$ cat src/rtl/pe_drain.sv
// pe_drain: collector for the result stream leaving the last PE of a row.
// Results are buffered in a small FIFO and re-emitted as an AXI4-Stream
// master, with tlast marking every N-th emitted beat. The PE chain cannot
// be stalled, so a word that arrives while the FIFO is full and not
// draining is dropped, and a sticky overflow flag records the loss.
module pe_drain #(
  parameter int D_W_ACC = 64,
  parameter int N       = 8,
  parameter int DEPTH   = 16
) (
  input  logic                     clk,
  input  logic                     rst,
  input  logic [D_W_ACC-1:0]       in_data,
  input  logic                     in_valid,
  output logic [D_W_ACC-1:0]       m_axis_tdata,
  output logic                     m_axis_tvalid,
  input  logic                     m_axis_tready,
  output logic                     m_axis_tlast,
  output logic [$clog2(DEPTH):0]   count,
  output logic                     overflow
);

  localparam int AW = $clog2(DEPTH);
  localparam int CW = AW + 1;
  localparam int BW = (N > 1) ? $clog2(N) : 1;

  localparam logic [CW-1:0] FULL_COUNT = CW'(DEPTH);
  localparam logic [BW-1:0] LAST_BEAT  = BW'(N - 1);

  logic [D_W_ACC-1:0] mem_q [DEPTH];

  logic [AW-1:0] wr_ptr_q, wr_ptr_d;
  logic [AW-1:0] rd_ptr_q, rd_ptr_d;
  logic [CW-1:0] count_q, count_d;
  logic [BW-1:0] beat_q, beat_d;
  logic          overflow_q, overflow_d;

  logic push;
  logic pop;
  logic drop;
  logic full;

  // Handshake decode; a pop frees a slot in the same cycle, so a full FIFO
  // that is draining still accepts the incoming word.
  always_comb begin
    full = (count_q == FULL_COUNT);
    pop  = m_axis_tvalid && m_axis_tready;
    push = in_valid && (!full || pop);
    drop = in_valid && full && !pop;
  end

  // Next-state for pointers, occupancy, frame position and the loss flag.
  always_comb begin
    wr_ptr_d   = wr_ptr_q;
    rd_ptr_d   = rd_ptr_q;
    count_d    = count_q;
    beat_d     = beat_q;
    overflow_d = overflow_q;

    if (push) begin
      wr_ptr_d = wr_ptr_q + AW'(1);
    end

    if (pop) begin
      rd_ptr_d = rd_ptr_q + AW'(1);
      if (beat_q == LAST_BEAT) begin
        beat_d = '0;
      end else begin
        beat_d = beat_q + BW'(1);
      end
    end

    case ({push, pop})
      2'b10:   count_d = count_q + CW'(1);
      2'b01:   count_d = count_q - CW'(1);
      default: count_d = count_q;
    endcase

    if (drop) begin
      overflow_d = 1'b1;
    end
  end

  // Storage array; contents are never reset because count gates visibility.
  always_ff @(posedge clk) begin
    if (push) begin
      mem_q[wr_ptr_q] <= in_data;
    end
  end

  // Control state with asynchronous clear, discarding any buffered words.
  always_ff @(posedge clk or posedge rst) begin
    if (rst) begin
      wr_ptr_q   <= '0;
      rd_ptr_q   <= '0;
      count_q    <= '0;
      beat_q     <= '0;
      overflow_q <= 1'b0;
    end else begin
      wr_ptr_q   <= wr_ptr_d;
      rd_ptr_q   <= rd_ptr_d;
      count_q    <= count_d;
      beat_q     <= beat_d;
      overflow_q <= overflow_d;
    end
  end

  // Outputs depend only on registered state, so tvalid never looks at tready
  // and tdata/tlast stay put while a beat is stalled.
  always_comb begin
    m_axis_tvalid = (count_q != '0);
    m_axis_tdata  = m_axis_tvalid ? mem_q[rd_ptr_q] : '0;
    m_axis_tlast  = m_axis_tvalid && (beat_q == LAST_BEAT);
    count         = count_q;
    overflow      = overflow_q;
  end

endmodule

$ cat config.mk
export PLATFORM = sky130hd
export DESIGN_NAME = pe_drain
export DESIGN_NICKNAME = d
export VERILOG_FILES = /design/src/rtl/pe_drain.sv
export SDC_FILE = /design/constraint.sdc
export NUM_CORES = 1
export LEC_CHECK = 0
export ABC_AREA = 1
export ABC_CLOCK_PERIOD_IN_PS = 5850
export BUFFER_PORTS_ARGS = -buffer_cell sky130_fd_sc_hd__buf_2
export CAP_MARGIN = 15
export CELL_PAD_IN_SITES_DETAIL_PLACEMENT = 1
export CELL_PAD_IN_SITES_GLOBAL_PLACEMENT = 1
export CORE_MARGIN = 2
export CORE_UTILIZATION = 45
export DETAILED_ROUTE_END_ITERATION = 8
export HOLD_SLACK_MARGIN = 0.03
export PLACE_DENSITY_LB_ADDON = 0.1
export SLEW_MARGIN = 20
export SYNTH_ARGS = -nofsm -noshare
export SYNTH_HDL_FRONTEND = slang
export SYNTH_SLANG_ARGS = --single-unit
$ cat constraint.sdc
create_clock -name clk -period 5.85 [get_ports clk]
set_clock_uncertainty 0.1 [all_clocks]
set_input_delay 0.585 -clock clk [delete_from_list [all_inputs] [get_ports clk]]
set_output_delay 0.585 -clock clk [all_outputs]
set_load 0.02 [all_outputs]
# == After elaboration in Yosys (flattened, before gate mapping) ==
# Memories as Yosys holds them, arrays and structs flattened.
# Cells that the tools add are included.
# totals
ff_bits,17
mem_bits_rw,1024
output_inout_bits,72
mem_count,1
# op_classes
n_addsub,5
eq_ne,4
n_mux,5
n_reduce_logical,10
# memory_table
name,words,width,rd,rd_ports_with_merged_regs,wr,line_no,rtl
mem_q,16,64,1,0,1,30,logic [D_W_ACC-1:0] mem_q [DEPTH];
# ops
operator,count
64-bit 2-to-1 mux,1
5-bit one-hot mux with 2 select lines,1
"4-bit by 1-bit adder with 4-bit output, second input constant",2
"5-bit by 1-bit adder with 5-bit output, second input constant",1
"5-bit equality test, second input constant",1
1-bit logical AND,5
5-bit nonzero test,1
"5-bit by 1-bit subtractor with 5-bit output, second input constant",1
"3-bit by 1-bit adder with 3-bit output, second input constant",1
"3-bit equality test, second input constant",1
3-bit 2-to-1 mux,1
"2-bit by 1-bit equality test with 1-bit output, second input constant",1
"2-bit equality test, second input constant",1
1-bit zero test,2
1-bit 2-to-1 mux,2
2-bit nonzero test,1
1-bit logical OR,1

# == Logic depth before layout (Yosys ltp) ==
# Gate-level depths: netlist (run 1).
# logic_depth
word_depth,6
depth_mapped,14
depth_no_buf,14

# == Worst setup path before layout (run 1) ==
# OpenSTA, ideal clock, no wires.
# synth_path
path_type,flip-flop to flip-flop
startpoint,"register count_q[4], in the netlist count[4]"
endpoint,memory mem_q[11][0] (enable)
t_arrival_ns,3.774
path_slack_ns,1.489
path_stages_with_launch,8
path_buffers,0
synth_period_minus_slack_ns,4.361
cell_sequence,dfrtp_1 -> inv_1 -> nor2_1 -> nand3_1 -> nand2_1 -> inv_1 -> nand2_1 -> nor2_1
# synth_via
elab_chain_cells,6
elab_cells_between_ends,8
classes_between,1 x eq/ne; 2 x mux; 5 x reduce/logical
# synth_lines
item,line_no,rtl
"start, declared",34,"logic [CW-1:0] count_q, count_d;"
"start signal, assigned",102,count_q <= count_d;
5-bit equality test / 5-bit nonzero test (equally long branches),"46, 111",
1-bit zero test / 1-bit logical AND (equally long branches),"48, 47",
1-bit logical OR (*),48,push = in_valid && (!full || pop);
1-bit logical AND (*),48,
1-bit 2-to-1 mux (*),86,if (push) begin
1-bit 2-to-1 mux (not written as such) (*),87,mem_q[wr_ptr_q] <= in_data;
"end, declared",30,
# Mark *: on every way between the ends. The rest lies on a longest branch, timed or not.

# == Worst setup path in the final report (run 1) ==
# layout_path
startpoint,register rd_ptr_q[0]
endpoint,output port m_axis_tdata[16]
# layout_via
elab_chain_cells,2
# layout_lines
item,line_no,rtl
"start, declared",33,"logic [AW-1:0] rd_ptr_q, rd_ptr_d;"
"start signal, assigned",101,rd_ptr_q <= rd_ptr_d;
memory 16 x 64 bit,-,
64-bit 2-to-1 mux,112,m_axis_tdata = m_axis_tvalid ? mem_q[rd_ptr_q] : '0;
"end, declared",15,"output logic [D_W_ACC-1:0] m_axis_tdata,"
# Every way passes these cells.

==> results of run 1 <==
registers in the layout (all words and copies together), names as in the netlist:
signal / cells
beat_q: 3
count: 5
mem_q: 1024
overflow: 1
rd_ptr_q: 4
wr_ptr_q: 4
final timing paths:
check | end | startpoint | cells past startpoint
max | m_axis_tdata[16] | rd_ptr_q[0] | 7
min | mem_q[7][57] | in_data[57] | 1
min in group asynchronous | count[2] | rst | 3
min reg2reg | overflow | overflow | 1
max reg2reg | mem_q[1][42] | count[4] | 8
max in group asynchronous | rd_ptr_q[2] | rst | 3
worst max-delay path, stage by stage, from the launching register on:
cell      delay [ns]
dfrtp_4         0.65
inv_16          0.69
buf_4           0.67
o21ai_0         0.18
o221ai_1        0.19
nand3_1         0.12
a21oi_1         0.28
buf_2           0.22
per-stage QoR:
step	worst slack [ns]	utilization	hold WS, ns
finish	1.19	0.511	0.175
global route	1.07	0.511	0.173
CTS	1.27	0.511	0.140
detailed placement	2.02	0.472	0.389
global placement	2.06	0.472	0.371
floorplan	1.49	-	0.355
logic make-up after synthesis:
group                    Yosys count  share of synthesized area
adder cells (fa/ha/maj)            9                    0.00277
XOR/XNOR                           8                    0.00172
AO/OA/AOI/OAI                    902                      0.135
flip-flops                      1041                      0.766
buffers and inverters            244                     0.0308
AND/OR/NAND/NOR                  654                     0.0637
cells in the final DEF, fill, tap and decap left out, types with 3 or more instances in the layout:
master	netlist	routed
edfxtp_1	1024	1024
nor2_1	532	516
o21ai_0	446	446
o221ai_1	196	196
buf_2	71	139
clkbuf_16	0	111
nand3_1	78	78
o21ai_1	73	73
a21oi_1	64	64
o22ai_1	60	60
o211ai_1	60	60
buf_4	10	38
clkbuf_1	68	34
nand2_1	32	32
clkinv_1	0	23
inv_1	22	21
clkinv_2	0	20
nor2_4	0	16
dfrtp_1	17	13
buf_12	0	12
ha_1	9	9
xor2_1	8	8
bufinv_16	0	8
nand4_1	5	5
nor2_2	4	4
dfrtp_4	0	4
clkbuf_8	0	3
area by class of cell:
cell class	count	area share
clock inverter	55	0.0105
tap	1176	0.0321
clock buffer	148	0.0643
antenna	2	0.000109
inverter	27	0.00287
multi-input combinational	1573	0.183
sequential	1041	0.681
timing repair buffer	190	0.0269
power by group:
group	switching (mW)	internal, mW
Combinational	6.07	2.18
Clock	2.84	3.86
Sequential	0.322	8.99
what timing repair did:
action / CTS / global route
endpoints found under the hold margin: 17 / 0
gates resized for setup: 0 / 0
hold buffers: 1 / 0
routing by layer:
layer	up-vias	routed length, µm
met1	13500	50900
met3	180	5690
met5	-	92
li1	11200	-
met2	648	58300
met4	14	2350
==> run_results.csv, run 1 <==
group,metric,value,unit
timing,worstMarginPinSlew,1.14,ns
detailed_routing,first_pass_iters,5,
global_routing,grt_pass1_vias,27500,
detailed_routing,wire_per_inst,27.8,µm
timing,slew_violations,0,
yosys,synth_area_leaders,"edfxtp_1, o21ai_0, nor2_1, o221ai_1, o211ai_1",
global_routing,grt_pass1_wl,176000,µm
floorplan,num_io_pins,140,
layout,instances_no_fill,4212,
layout,nNetsFinal,3019,
yosys,avgSynthCellArea,14.2,µm²
floorplan,core_region_area,89700,µm²
global_routing,antenna_found_initial,11,
yosys,synth_fp_nets,2935,
pwr,p_per_area,530,nW/µm²
cts,post_cts_buffers,0,
yosys,synth-seq-cells,1041,
worst_setup_path,cp.arrival,3.98,ns
pwr,leakage,14.5,nW
cts,clk_latency,0.68,ns
timing,rsz0062_at_grt,"no",
floorplan,initial_core_util,0.453,
cts,cts_made_buffers,109,
worst_setup_path,crit_path_max_fanout,283,
yosys,synth_top_area_share,0.756,
yosys,synth_cell_types,29,
cts,cts-root-buf,"clkbuf_16",
cts,h-tree-depth,3,
job,max_cap_viol_count,0,
global_routing,grt_overflow,0,
timing,layout_min_cycle_time,4.66,ns
timing,hold_violations,0,
timing,slew_headroom,0.239,
timing,max_freq,214,MHz
detailed_routing,drc,0,
floorplan,die-area,92800,µm²
placed_design,place_congestion,0.731,
layout,ff_latch_area,31200,µm²
timing,fin_crit_sh,0.797,
detailed_routing,ant_nets,0,
cts,path_clk_slew,0.06,ns
timing,setup_viol,0,
placed_design,portBuffers,139,
global_routing,gr-usage-all-layers,0.253,
worst_setup_path,worstSetupEndpointType,"output port",
run_status,status,"finished, final reports clean",
floorplan,rows,110,
floorplan,die_w,305,µm
pwr,ir_worst_vdd,0.000502,V
worst_setup_path,worstPathRequired,5.16,ns
global_routing,grt_max_degree,284,
yosys,synthCells,2858,
yosys,synth_common_cells,"edfxtp_1, nor2_1, o21ai_0",
yosys,ys_warn_count,0,
global_routing,met2_usage,0.432,
detailed_routing,first_iter_violations,2058,
placed_design,dp_hpwl,57000,µm
placed_design,dp_cells,4006,
detailed_routing,postRouteWirelength,117000,µm
placed_design,postPlaceCellArea,42400,µm²
worst_setup_path,crit_path_start_kind,"flip-flop",
global_routing,grt_use_met1,0.339,
worst_setup_path,r2r_slack,2.49,ns
cts,cts.path.max_buffers,3,
timing,tns,0,ns
yosys,seq_area_frac_synth,0.766,
yosys,syn_area,40700,µm²
yosys,synthFlopType,"edfxtp_1",
worst_setup_path,crit_type,"flip-flop to output port",
yosys,synth_edf_count,1024,
yosys,ys_async_sr_fraction,0.0163,
yosys,synth.most_common_cell,"edfxtp_1",
floorplan,die_y,305,µm
cts,cts_tree,"built",
cts,cts_num_sinks,1041,
detailed_routing,vias,25500,
global_routing,grt_most_used_layer,"met2",
layout,fin_area,45800,µm²
global_routing,grt_use_met3,0.0375,
worst_hold_path,hold_class,"primary input to flip-flop",
yosys,yosysTopAreaCell,"edfxtp_1",
layout,post_route_cells_drive_above_1_share,0.121,
layout,fillCellCount,8792,
pwr,finalPower,24.3,mW
layout,area_delta_synth_final,12.7,%
layout,multi_input_area,8380,µm²
detailed_routing,vias_per_cell,6.06,
No activity file was read; power rests on OpenSTA's default activity.
==> run 2: changes to the inputs <==
- ABC_CLOCK_PERIOD_IN_PS: 5850 -> 4400
- clock period: 5.85 -> 4.4 ns (I/O delays scaled with it)
==> run 2 against run 1 <==
Core utilization rose by 0.94 points; non-clock buffer count rose by 83; die area did not move; clock power rose by 32%; global-route usage fell by 0.064 points; first-iteration DRC count rose by 8.9%; wire length rose by 0.20%; cell area rose by 1.8%; critical path depth did not move; largest cell class unchanged; largest power group unchanged.
==> run_results.csv, run 2 (synthesis gave the netlist of run 1 again) <==
group,metric,value,unit
cts,cts_num_sinks,1041,
worst_setup_path,worstPathRequired,3.86,ns
cts,cts_tree,"built",
layout,fillCellCount,8715,
timing,rsz0062_at_grt,"no",
detailed_routing,first_pass_iters,5,
pwr,leakage,14.9,nW
detailed_routing,drc,0,
detailed_routing,wirelength_met1,50600,µm
floorplan,rows,110,
timing,tns,0,ns
placed_design,dp_hpwl,58500,µm
global_routing,grt_pass1_vias,27700,
worst_setup_path,cp.arrival,3.23,ns
floorplan,die_w,305,µm
placed_design,portBuffers,139,
worst_setup_path,path_buf_inv,3,
cts,post_cts_resized,0,
worst_setup_path,crit_path_start_kind,"flip-flop",
cts,cts.path.max_buffers,3,
worst_setup_path,crit_path_max_fanout,183,
global_routing,antenna_found_initial,2,
detailed_routing,first_iter_violations,2241,
layout,post_route_cells_drive_above_1_share,0.126,
detailed_routing,postRouteWirelength,118000,µm
timing,max_freq,265,MHz
floorplan,initial_core_util,0.453,
placed_design,postPlaceCellArea,42600,µm²
global_routing,grt_max_degree,184,
detailed_routing,dr_wl_met3,5480,µm
worst_hold_path,hold_class,"primary input to flip-flop",
timing,slew_headroom,0.281,
worst_setup_path,cp_slowest_cell,"dfrtp_4",
layout,nNetsFinal,3103,
detailed_routing,vias,25700,
detailed_routing,highest_layer,"met5",
cts,cts-root-buf,"clkbuf_16",
pwr,ir_worst_vdd,0.000691,V
pwr,finalPower,32.5,mW
timing,hold_violations,0,
cts,h-tree-depth,3,
job,max_cap_viol_count,0,
cts,post_cts_buffers,0,
worst_setup_path,worstSetupEndpointType,"output port",
timing,worstMarginPinSlew,1.08,ns
global_routing,grt_overflow,0,
layout,final_common_cell,"edfxtp_1",
cts,clk_latency,0.68,ns
pwr,p_per_area,696,nW/µm²
layout,final_cell_mix,"edfxtp_1, nor2_1, o21ai_0, o221ai_1, buf_2",
timing,fin_crit_sh,0.858,
floorplan,num_io_pins,140,
worst_setup_path,path_delay_family,"buffers and inverters",
run_status,status,"finished, final reports clean",
layout,fin_area,46700,µm²
cts,path_clk_slew,0.06,ns
layout,largest_register,"mem_q",
timing,slew_violations,0,
timing,layout_min_cycle_time,3.77,ns
floorplan,die_y,305,µm
layout,area_delta_synth_final,14.7,%
global_routing,grt_pass1_wl,176000,µm
timing,setup_viol,0,
detailed_routing,wire_per_inst,27.4,µm
layout,largest_reg_flops,1024,
detailed_routing,vias_per_cell,6.00,
cts,cts_made_buffers,110,
worst_setup_path,path_cells,"inv_16, buf_12, o21ai_0, o221ai_1, nand3_1, a21oi_1, buf_2",
worst_setup_path,crit_type,"flip-flop to output port",
cts,cts-hold-fix-buffers,63,
floorplan,core_region_area,89700,µm²
global_routing,gr-usage-all-layers,0.253,
floorplan,die-area,92800,µm²
worst_setup_path,critPathMaxStageDelay,0.57,ns
detailed_routing,ant_nets,0,
detailed_routing,routed-wl-met2,58600,µm
placed_design,place_congestion,0.748,
[run 2: changes by cell type in the layout (fill, tap and decap cells not counted), sizes merged]
| cell | delta |
|---|---|
| clkbuf | -4 |
| dlygate4sd3 | +62 |
| buf | +21 |
| clkinvlp | +3 |
| diode | -1 |
| bufinv | -1 |
| clkinv | -3 |
| inv | +1 |
[run 2: power breakdown]
group          internal (mW)  switching [mW]  leakage, nW  total [mW]
combinational           3.09            8.23         3.80        11.3
clock                   5.12            3.75         1.67        8.87
sequential              12.0           0.338         9.45        12.3
total                   20.2            12.3         14.9        32.5
[run 2: through the flow]
| step | hold slack, ns | cells | setup WS, ns | utilization |
|---|---|---|---|---|
| after floorplan | 0.266 | 2858 | 0.0393 | - |
| after global placement | 0.369 | 4027 | 1.36 | 0.475 |
| final | 0.0725 | 4290 | 0.626 | 0.520 |
| after CTS | 0.0353 | 4289 | 0.602 | 0.520 |
| after detailed placement | 0.381 | 4027 | 1.34 | 0.475 |
| after global routing | 0.0441 | 4290 | 0.439 | 0.520 |
[run 2: area by class of cell]
class	count	area [µm²]	area share
clock inverter	55	455	0.00976
inverter	27	129	0.00276
clock buffer	144	2960	0.0635
multi-input combinational	1573	8380	0.179
timing repair buffer	273	2080	0.0447
sequential	1041	31200	0.668
tap	1176	1470	0.0315
antenna	1	2.50	0.0000536
[run 2: per-layer routing]
metal | vias up | track usage
met3 | 185 | 0.0375
met5 | - | 0
met1 | 13500 | 0.339
li1 | 11400 | -
met4 | 2 | 0.0664
met2 | 670 | 0.433
[run 2: worst paths after layout]
| check | slack [ns] | depth (start not counted) | start | to |
|---|---|---|---|---|
| worst min register to register | 0.39 | 2 | beat_q[1] | beat_q[1] |
| worst min-delay path | 0.07 | 1 | in_data[32] | mem_q[3][32] |
| max in group asynchronous | 3.25 | 3 | rst | rd_ptr_q[0] |
| worst max-delay path | 0.63 | 7 | rd_ptr_q[0] | m_axis_tdata[12] |
| min in group asynchronous | 0.36 | 3 | rst | count[1] |
| worst max register to register | 1.54 | 9 | count[4] | mem_q[5][2] |
